--- src/rtl/debug_disp_pkg.sv ---
// debug_disp_pkg: shared types and constants for the debug display front end.
// Holds the channel-select mode enum, the key debounce state enum and the
// active-low seven-segment glyph table ({a..g}, bit 6 = segment a).
package debug_disp_pkg;

  typedef enum logic [1:0] {
    MODE_SW   = 2'd0,
    MODE_STEP = 2'd1,
    MODE_AUTO = 2'd2
  } mode_e;

  typedef enum logic [1:0] {
    DB_IDLE,
    DB_PRESS_WAIT,
    DB_HELD,
    DB_RELEASE_WAIT
  } db_state_e;

  // All segments off (outputs are active-low).
  localparam logic [6:0] SEG_BLANK = 7'h7F;

  // Hex glyphs 0..F, active-low {a,b,c,d,e,f,g}; index 0 is the leftmost entry.
  localparam logic [0:15][6:0] HEX_SEG = {
    7'h01, 7'h4F, 7'h12, 7'h06,
    7'h4C, 7'h24, 7'h20, 7'h0F,
    7'h00, 7'h04, 7'h08, 7'h60,
    7'h31, 7'h42, 7'h30, 7'h38
  };

  // Raw mode pins to mode; the unused encoding 3 behaves as switch select.
  function automatic mode_e decode_mode(input logic [1:0] m);
    case (m)
      2'd1:    return MODE_STEP;
      2'd2:    return MODE_AUTO;
      default: return MODE_SW;
    endcase
  endfunction

endpackage

--- src/rtl/key_debounce.sv ---
// key_debounce: two-flop synchroniser for the raw active-low step key followed
// by a press/release debounce FSM. A press qualifies after DEBOUNCE_CYC
// consecutive low samples and yields exactly one StepPulse; the key must then
// be seen high for DEBOUNCE_CYC consecutive samples before it can fire again.
module key_debounce
  import debug_disp_pkg::*;
#(
  parameter int DEBOUNCE_CYC = 500000
) (
  input  logic CLOCK_50,
  input  logic Reset,
  input  logic KeyStepN,
  output logic StepPulse
);

  localparam int CNT_W = (DEBOUNCE_CYC > 1) ? $clog2(DEBOUNCE_CYC) : 1;
  localparam logic [CNT_W-1:0] CNT_LAST = CNT_W'(DEBOUNCE_CYC - 1);
  // With a one-cycle qualification the first opposite sample already settles.
  localparam bit ONE_CYC = (DEBOUNCE_CYC <= 1);

  logic [1:0]       sync_q;
  logic             key_sync;
  db_state_e        state_q, state_d;
  logic [CNT_W-1:0] cnt_q, cnt_d;
  logic             pulse_q, pulse_d;

  assign key_sync  = sync_q[1];
  assign StepPulse = pulse_q;

  // Synchroniser resets to the released (high) level so no false press appears.
  always_ff @(posedge CLOCK_50) begin
    if (Reset) begin
      sync_q <= 2'b11;
    end else begin
      sync_q <= {sync_q[0], KeyStepN};
    end
  end

  // Debounce state, run-length counter and the registered pulse.
  always_ff @(posedge CLOCK_50) begin
    if (Reset) begin
      state_q <= DB_IDLE;
      cnt_q   <= '0;
      pulse_q <= 1'b0;
    end else begin
      state_q <= state_d;
      cnt_q   <= cnt_d;
      pulse_q <= pulse_d;
    end
  end

  // Next state: the counter holds how many consecutive samples of the awaited
  // level have been seen, the entering sample counting as the first.
  always_comb begin
    state_d = state_q;
    cnt_d   = cnt_q;
    pulse_d = 1'b0;
    case (state_q)
      DB_IDLE: begin
        if (!key_sync) begin
          cnt_d = CNT_W'(1);
          if (ONE_CYC) begin
            state_d = DB_HELD;
            pulse_d = 1'b1;
          end else begin
            state_d = DB_PRESS_WAIT;
          end
        end
      end
      DB_PRESS_WAIT: begin
        if (key_sync) begin
          state_d = DB_IDLE;
        end else if (cnt_q == CNT_LAST) begin
          state_d = DB_HELD;
          pulse_d = 1'b1;
        end else begin
          cnt_d = cnt_q + 1'b1;
        end
      end
      DB_HELD: begin
        if (key_sync) begin
          cnt_d   = CNT_W'(1);
          state_d = ONE_CYC ? DB_IDLE : DB_RELEASE_WAIT;
        end
      end
      DB_RELEASE_WAIT: begin
        if (!key_sync) begin
          state_d = DB_HELD;
        end else if (cnt_q == CNT_LAST) begin
          state_d = DB_IDLE;
        end else begin
          cnt_d = cnt_q + 1'b1;
        end
      end
      default: state_d = DB_IDLE;
    endcase
  end

endmodule

--- src/rtl/debug_display_mux.sv ---
// debug_display_mux: picks one of NUM_CH debug channels (switches, debounced
// step key or timed auto scan), optionally freezes it, and drives DIGITS
// registered active-low hex displays.
// Optional build macro: LEADING_ZERO_BLANK_EN blanks zero digits above the most
// significant nonzero digit (digit 0 always lit).
module debug_display_mux
  import debug_disp_pkg::*;
#(
  parameter int NUM_CH       = 8,
  parameter int DATA_W       = 16,
  parameter int DIGITS       = 4,
  parameter int DEBOUNCE_CYC = 500000,
  parameter int SCAN_CYC     = 50000000
) (
  input  logic                     CLOCK_50,
  input  logic                     Reset,
  input  logic [NUM_CH*DATA_W-1:0] ChData,
  input  logic [1:0]               Mode,
  input  logic [3:0]               Sel,
  input  logic                     KeyStepN,
  input  logic                     Freeze,
  output logic [7*DIGITS-1:0]      Hex,
  output logic [3:0]               ChIdx,
  output logic                     StepPulse
);

  localparam int DISP_W = 4 * DIGITS;
  localparam int SCAN_W = (SCAN_CYC > 1) ? $clog2(SCAN_CYC) : 1;
  localparam logic [SCAN_W-1:0] SCAN_LAST = SCAN_W'(SCAN_CYC - 1);
  localparam logic [3:0] LAST_CH  = 4'(NUM_CH - 1);
  localparam logic [4:0] NUM_CH_W = 5'(NUM_CH);

  logic                step_pulse;
  logic [DATA_W-1:0]   ch_arr [NUM_CH];
  logic [DISP_W-1:0]   live_val;
  logic [DISP_W-1:0]   disp_val;
  logic [3:0]          chidx_q, chidx_d, chidx_inc;
  logic [SCAN_W-1:0]   scan_q, scan_d;
  logic [DISP_W-1:0]   snap_q, snap_d;
  logic                freeze_q, freeze_rise;
  mode_e               mode_q, mode_eff;
  logic [7*DIGITS-1:0] hex_q, hex_d;

  key_debounce #(
    .DEBOUNCE_CYC(DEBOUNCE_CYC)
  ) u_key_debounce (
    .CLOCK_50 (CLOCK_50),
    .Reset    (Reset),
    .KeyStepN (KeyStepN),
    .StepPulse(step_pulse)
  );

  assign StepPulse   = step_pulse;
  assign Hex         = hex_q;
  assign ChIdx       = chidx_q;
  assign mode_eff    = decode_mode(Mode);
  assign freeze_rise = Freeze & ~freeze_q;
  assign chidx_inc   = (chidx_q == LAST_CH) ? 4'd0 : chidx_q + 4'd1;

  genvar gi;
  generate
    for (gi = 0; gi < NUM_CH; gi++) begin : g_unpack
      assign ch_arr[gi] = ChData[gi*DATA_W +: DATA_W];
    end
  endgenerate

  // Live value: selected channel, zero-extended to the display width.
  always_comb begin
    live_val = '0;
    for (int k = 0; k < NUM_CH; k++) begin
      if (chidx_q == 4'(k)) begin
        live_val[DATA_W-1:0] = ch_arr[k];
      end
    end
  end

  // Channel select, scan timer and snapshot. Freeze blocks every index change
  // (a coincident step pulse is dropped); on the rising edge the live value is
  // both shown and captured, afterwards the snapshot is shown.
  always_comb begin
    chidx_d  = chidx_q;
    scan_d   = scan_q;
    snap_d   = snap_q;
    disp_val = (Freeze && !freeze_rise) ? snap_q : live_val;
    if (freeze_rise) begin
      snap_d = live_val;
    end
    if (!Freeze) begin
      case (mode_eff)
        MODE_SW: begin
          scan_d = '0;
          if ({1'b0, Sel} < NUM_CH_W) begin
            chidx_d = Sel;
          end
        end
        MODE_STEP: begin
          scan_d = '0;
          if (step_pulse) begin
            chidx_d = chidx_inc;
          end
        end
        MODE_AUTO: begin
          if (step_pulse) begin
            chidx_d = chidx_inc;
            scan_d  = '0;
          end else if (mode_eff != mode_q) begin
            scan_d = '0;
          end else if (scan_q == SCAN_LAST) begin
            chidx_d = chidx_inc;
            scan_d  = '0;
          end else begin
            scan_d = scan_q + 1'b1;
          end
        end
        default: scan_d = '0;
      endcase
    end
  end

  // Per-digit glyph lookup on the value chosen for display.
  generate
    for (gi = 0; gi < DIGITS; gi++) begin : g_digit
      logic [3:0] nib;
      assign nib = disp_val[gi*4 +: 4];
`ifdef LEADING_ZERO_BLANK_EN
      if (gi == 0) begin : g_lsd
        assign hex_d[6:0] = HEX_SEG[nib];
      end else begin : g_upper
        assign hex_d[gi*7 +: 7] = (disp_val[DISP_W-1:gi*4] == '0) ? SEG_BLANK : HEX_SEG[nib];
      end
`else
      assign hex_d[gi*7 +: 7] = HEX_SEG[nib];
`endif
    end
  endgenerate

  // State registers; the display itself is registered after decode.
  always_ff @(posedge CLOCK_50) begin
    if (Reset) begin
      chidx_q  <= 4'd0;
      scan_q   <= '0;
      snap_q   <= '0;
      freeze_q <= 1'b0;
      mode_q   <= MODE_SW;
      hex_q    <= '1;
    end else begin
      chidx_q  <= chidx_d;
      scan_q   <= scan_d;
      snap_q   <= snap_d;
      freeze_q <= Freeze;
      mode_q   <= mode_eff;
      hex_q    <= hex_d;
    end
  end

endmodule

--- config.mk ---
export PLATFORM = sky130hd
export DESIGN_NAME = debug_display_mux
export DESIGN_NICKNAME = d
export VERILOG_FILES = /design/src/rtl/debug_disp_pkg.sv /design/src/rtl/key_debounce.sv /design/src/rtl/debug_display_mux.sv
export SDC_FILE = /design/constraint.sdc
export NUM_CORES = 1
export LEC_CHECK = 0
export CORE_MARGIN = 4
export CORE_UTILIZATION = 38
export CTS_CLUSTER_DIAMETER = 50
export DETAILED_ROUTE_END_ITERATION = 8
export DONT_BUFFER_PORTS = 1
export GPL_ROUTABILITY_DRIVEN = 0
export PLACE_DENSITY = 0.49
export SETUP_SLACK_MARGIN = 0.2
export SLEW_MARGIN = 5
export SYNTH_ARGS = -nofsm -noshare
export SYNTH_HDL_FRONTEND = slang
export SYNTH_HIERARCHICAL = 1
export SYNTH_SLANG_ARGS = --single-unit
export TNS_END_PERCENT = 5
--- constraint.sdc ---
create_clock -name CLOCK_50 -period 3.6 [get_ports CLOCK_50]
set_input_delay 0.54 -clock CLOCK_50 [delete_from_list [all_inputs] [get_ports CLOCK_50]]
set_output_delay 0.54 -clock CLOCK_50 [all_outputs]
set_load 0.05 [all_outputs]
==> run summary <==
## Status
* complete, no violations — run status

## Route
* 19.99 microns — mean routed wirelength per cell
* 0 — Routed Antenna Nets
* 6.101 — vias per std cell
* 21910 microns — final wirelength
* 499 — iteration-0 DRC count of the detailed router
* 6 — first-pass iteration count of the detailed router
* 6687 — routed vias
* 0 — number of DRC violations after detailed routing

## STA
* 818.5 ps — slew of the pin with the lowest slew margin
* 0.4543 — Rel. slew slack
* 0 ps — setup TNS
* 0 — Final Max Tran Viols
* 0.8739 — final critical-path share of the clock period
* 9.048 ps — final setup skew
* 0 — final hold violation count
* false — RSZ-0062 raised after global routing
* 453.8 ps — setup slack of the critical path after layout
* 0 — Setup violations, final
* 3146 ps — final critical path time including I/O delays and setup
* 0.3178 GHz — highest clock frequency the design can meet

## Clock tree
* 3 — number of H-tree branching levels
* 0 — count of hold buffers inserted by post-cts repair
* 70 ps — Reg clk slew, reported paths
* 101 — number of clock sinks
* clkbuf_16 — root buffer selected by CTS
* 350 ps — clock insertion delay at the later pin of the skew report
* 9 — TritonCTS buffer count
* 2 — Bufs on Longest Clock Path
* yes — CTS tree

## Critical path
* flop — sort of element at the end of the critical path
* 12 — R2R cell count
* 3870 ps — required time of the critical path
* Hex[10]$_SDFF_PP1_ — capture instance of the worst register-to-register path
* reg2reg — start-to-end type of the worst setup path
* 3410 ps — signal arrival time at the worst endpoint
* flop — CP startpoint kind
* 22 — maximum fanout along the worst path
* ChIdx[1]$_SDFFE_PP0P_ — reg2reg start
* 450 ps — flop-to-flop setup slack

## Min path
* snap_q[1]$_SDFFE_PP0P_ — capture endpoint of the worst hold path
* in2reg — Hold Crit Class
* 1 — Hold Path Depth
* Reset — hold_sp

## Synthesis
* 0.2921 — sequential share of the synthesized area
* 80 — Unique masters post-synth
* 101 — register bit total from synthesis
* 1057 — Post-Synthesis Net Count
* 6 — Synth warnings
* dfxtp_1 — most frequently used flop master after synthesis
* 0 — proportion of synthesized flip-flops having asynchronous set or reset
* 0 — number of flops mapped to enable cells by yosys
* 0.006923 sq mm — post-synthesis cell area
* 7.814 sq um — syn avg cell area
* 886 — Post-Syn Instances

## Power and ir drop
* 0.0003926 V — peak supply drop
* 2.737 nW — cell leakage power
* 471.0 mW/mm^2 — Power Dens Cells

## Run
* 0 — number of maximum-capacitance violations

## Die
* 143.0 microns — x dimension of the die
* 0.3854 — Initial Utilization
* 49 — standard-cell rows
* 0.01796 sq mm — core area
* 171 — Top-Level Pins
* 0.02044 sq mm — die footprint
* 143.0 microns — Die H

## Global route
* 6358 — vias in the first global route
* 56 — pin count of the biggest net entering global routing
* 0 — GR Overflow Total
* 0 — antenna violations before repair
* 34400 microns — wire length of the first global-routing pass
* 0.2098 — total global routing track utilization

## Placement
* 0 — count of input and output buffers
* 16600 microns — half-perimeter wire length after placement
* 492.1 ps — DP Worst Slack

## Finish
* 1033 — Total Nets Final
* 101 x dfxtp_1, 97 x a21oi_1, 78 x nor2_1 — most used cells in the layout excluding fill and tap cells
* 0.08189 — fraction of final layout cells sized beyond drive strength 1
* 7.500% — area added between synthesis and finish
* 0 — antenna diode instance count
* dfxtp_1 — leading cell type in the layout, fill and taps excluded

-- where the power goes --
group          switching [W]  internal, W  leakage [nW]  total [W]
Sequential          0.000329      0.00122         0.828    0.00155
Clock               0.000422     0.000595         0.152    0.00102
Combinational       0.000570     0.000366          1.76   0.000937
-- stage by stage --
stage               utilization  hold slack, ps  total power (W)  cell area [sq um]  instances
floorplan                     -           389.5         0.002297               6923        886
global placement         0.3961           392.9         0.002482               7116       1080
detailed placement       0.3961           398.5         0.002508               7116       1080
CTS                      0.4135           239.4         0.003537               7428       1096
global route             0.4143           240.6         0.003696               7442       1096
finish                   0.4143           262.6         0.003505               7442       1096
-- final cells by class --
type | instances | area [sq um]
multi-input cells | 684 | 4476
flip-flops and latches | 101 | 2022
clock inverters | 3 | 42.54
fillers | 1808 | 10520
clock buffers | 13 | 270.3
inverters | 41 | 153.9
repair buffers | 25 | 191.4
well taps | 229 | 286.5
-- cells by family after synthesis --
group	Yosys count	share of synthesized area
and+or+nand+nor	320	0.2456
AOI/OAI and AO/OA	303	0.3015
muxes	11	0.01609
DFF	101	0.2921
adders and majority gates	33	0.05964
xor gates and xnor gates	17	0.02151
buffers and inverters	101	0.06362
-- Yosys cell counts (all sizes together), types with 13 or more instances --
library cell | instances | area, sq um
a221o | 14 | 140.1
nor3 | 15 | 80.08
nand2 | 70 | 262.8
dfxtp | 101 | 2022
nand3 | 20 | 100.1
nand3b | 14 | 105.1
a221oi | 14 | 122.6
nor2b | 27 | 168.9
a31oi | 14 | 93.84
nor2 | 78 | 292.8
buf | 31 | 177.7
o31ai | 14 | 110.1
inv | 41 | 153.9
a211oi | 13 | 102.6
nand4 | 15 | 100.1
clkbuf | 29 | 108.9
a21oi | 98 | 494.2
o22ai | 14 | 93.84
ha | 33 | 412.9
o21ai | 46 | 234.0
-- how the worst max path moves through the flow --
stage / slack (ps) / depth (start not counted) / start / endpoint
2_1_floorplan: 420 / 14 / ChIdx[1]$_SDFFE_PP0P_ / Hex[10]$_SDFF_PP1_
3_3_place_gp: 600 / 13 / ChIdx[0]$_SDFFE_PP0P_ / Hex[27]$_SDFF_PP1_
3_5_place_dp: 490 / 12 / ChIdx[0]$_SDFFE_PP0P_ / Hex[3]$_SDFF_PP1_
4_1_cts: 480 / 12 / ChIdx[0]$_SDFFE_PP0P_ / Hex[3]$_SDFF_PP1_
5_1_grt: 220 / 12 / ChIdx[1]$_SDFFE_PP0P_ / Hex[3]$_SDFF_PP1_
6_report: 450 / 12 / ChIdx[1]$_SDFFE_PP0P_ / Hex[10]$_SDFF_PP1_
-- routing by layer --
layer	wire, microns	share of wire	global-route usage
met3	1626	0.074	0.04789
met1	9007	0.41	0.2589
met2	10670	0.49	0.3588
met5	0	0	0
met4	612	0.028	0.07404
-- flip-flops by register name, indices dropped and copies added (netlist names), named ones only --
name / count
Hex: 28
scan_q: 26
u_key_debounce/cnt_q: 19
snap_q: 16
ChIdx: 4
mode_q: 2
u_key_debounce/sync_q: 2
freeze_q: 1
u_key_debounce/StepPulse: 1
u_key_debounce/state_q: 1
-- worst max-delay path, cell delays in order (launching register included) --
cell       delay [ps]
dfxtp_1           410
ha_1              190
buf_4             240
nor3b_1           310
buf_4             240
o2bb2ai_1         140
o22ai_1           170
a22oi_1           470
inv_1             170
ha_1              330
mux2i_1           170
nor3_1             70
a31oi_1           150
-- repair_timing --
| action | CTS | global route |
|---|---|---|
| endpoints found under the setup margin | 0 | 1 |
| resized for setup | 0 | 2 |
| buffers inserted | 0 | 0 |
Note: power is estimated with default switching activity, not from simulation.
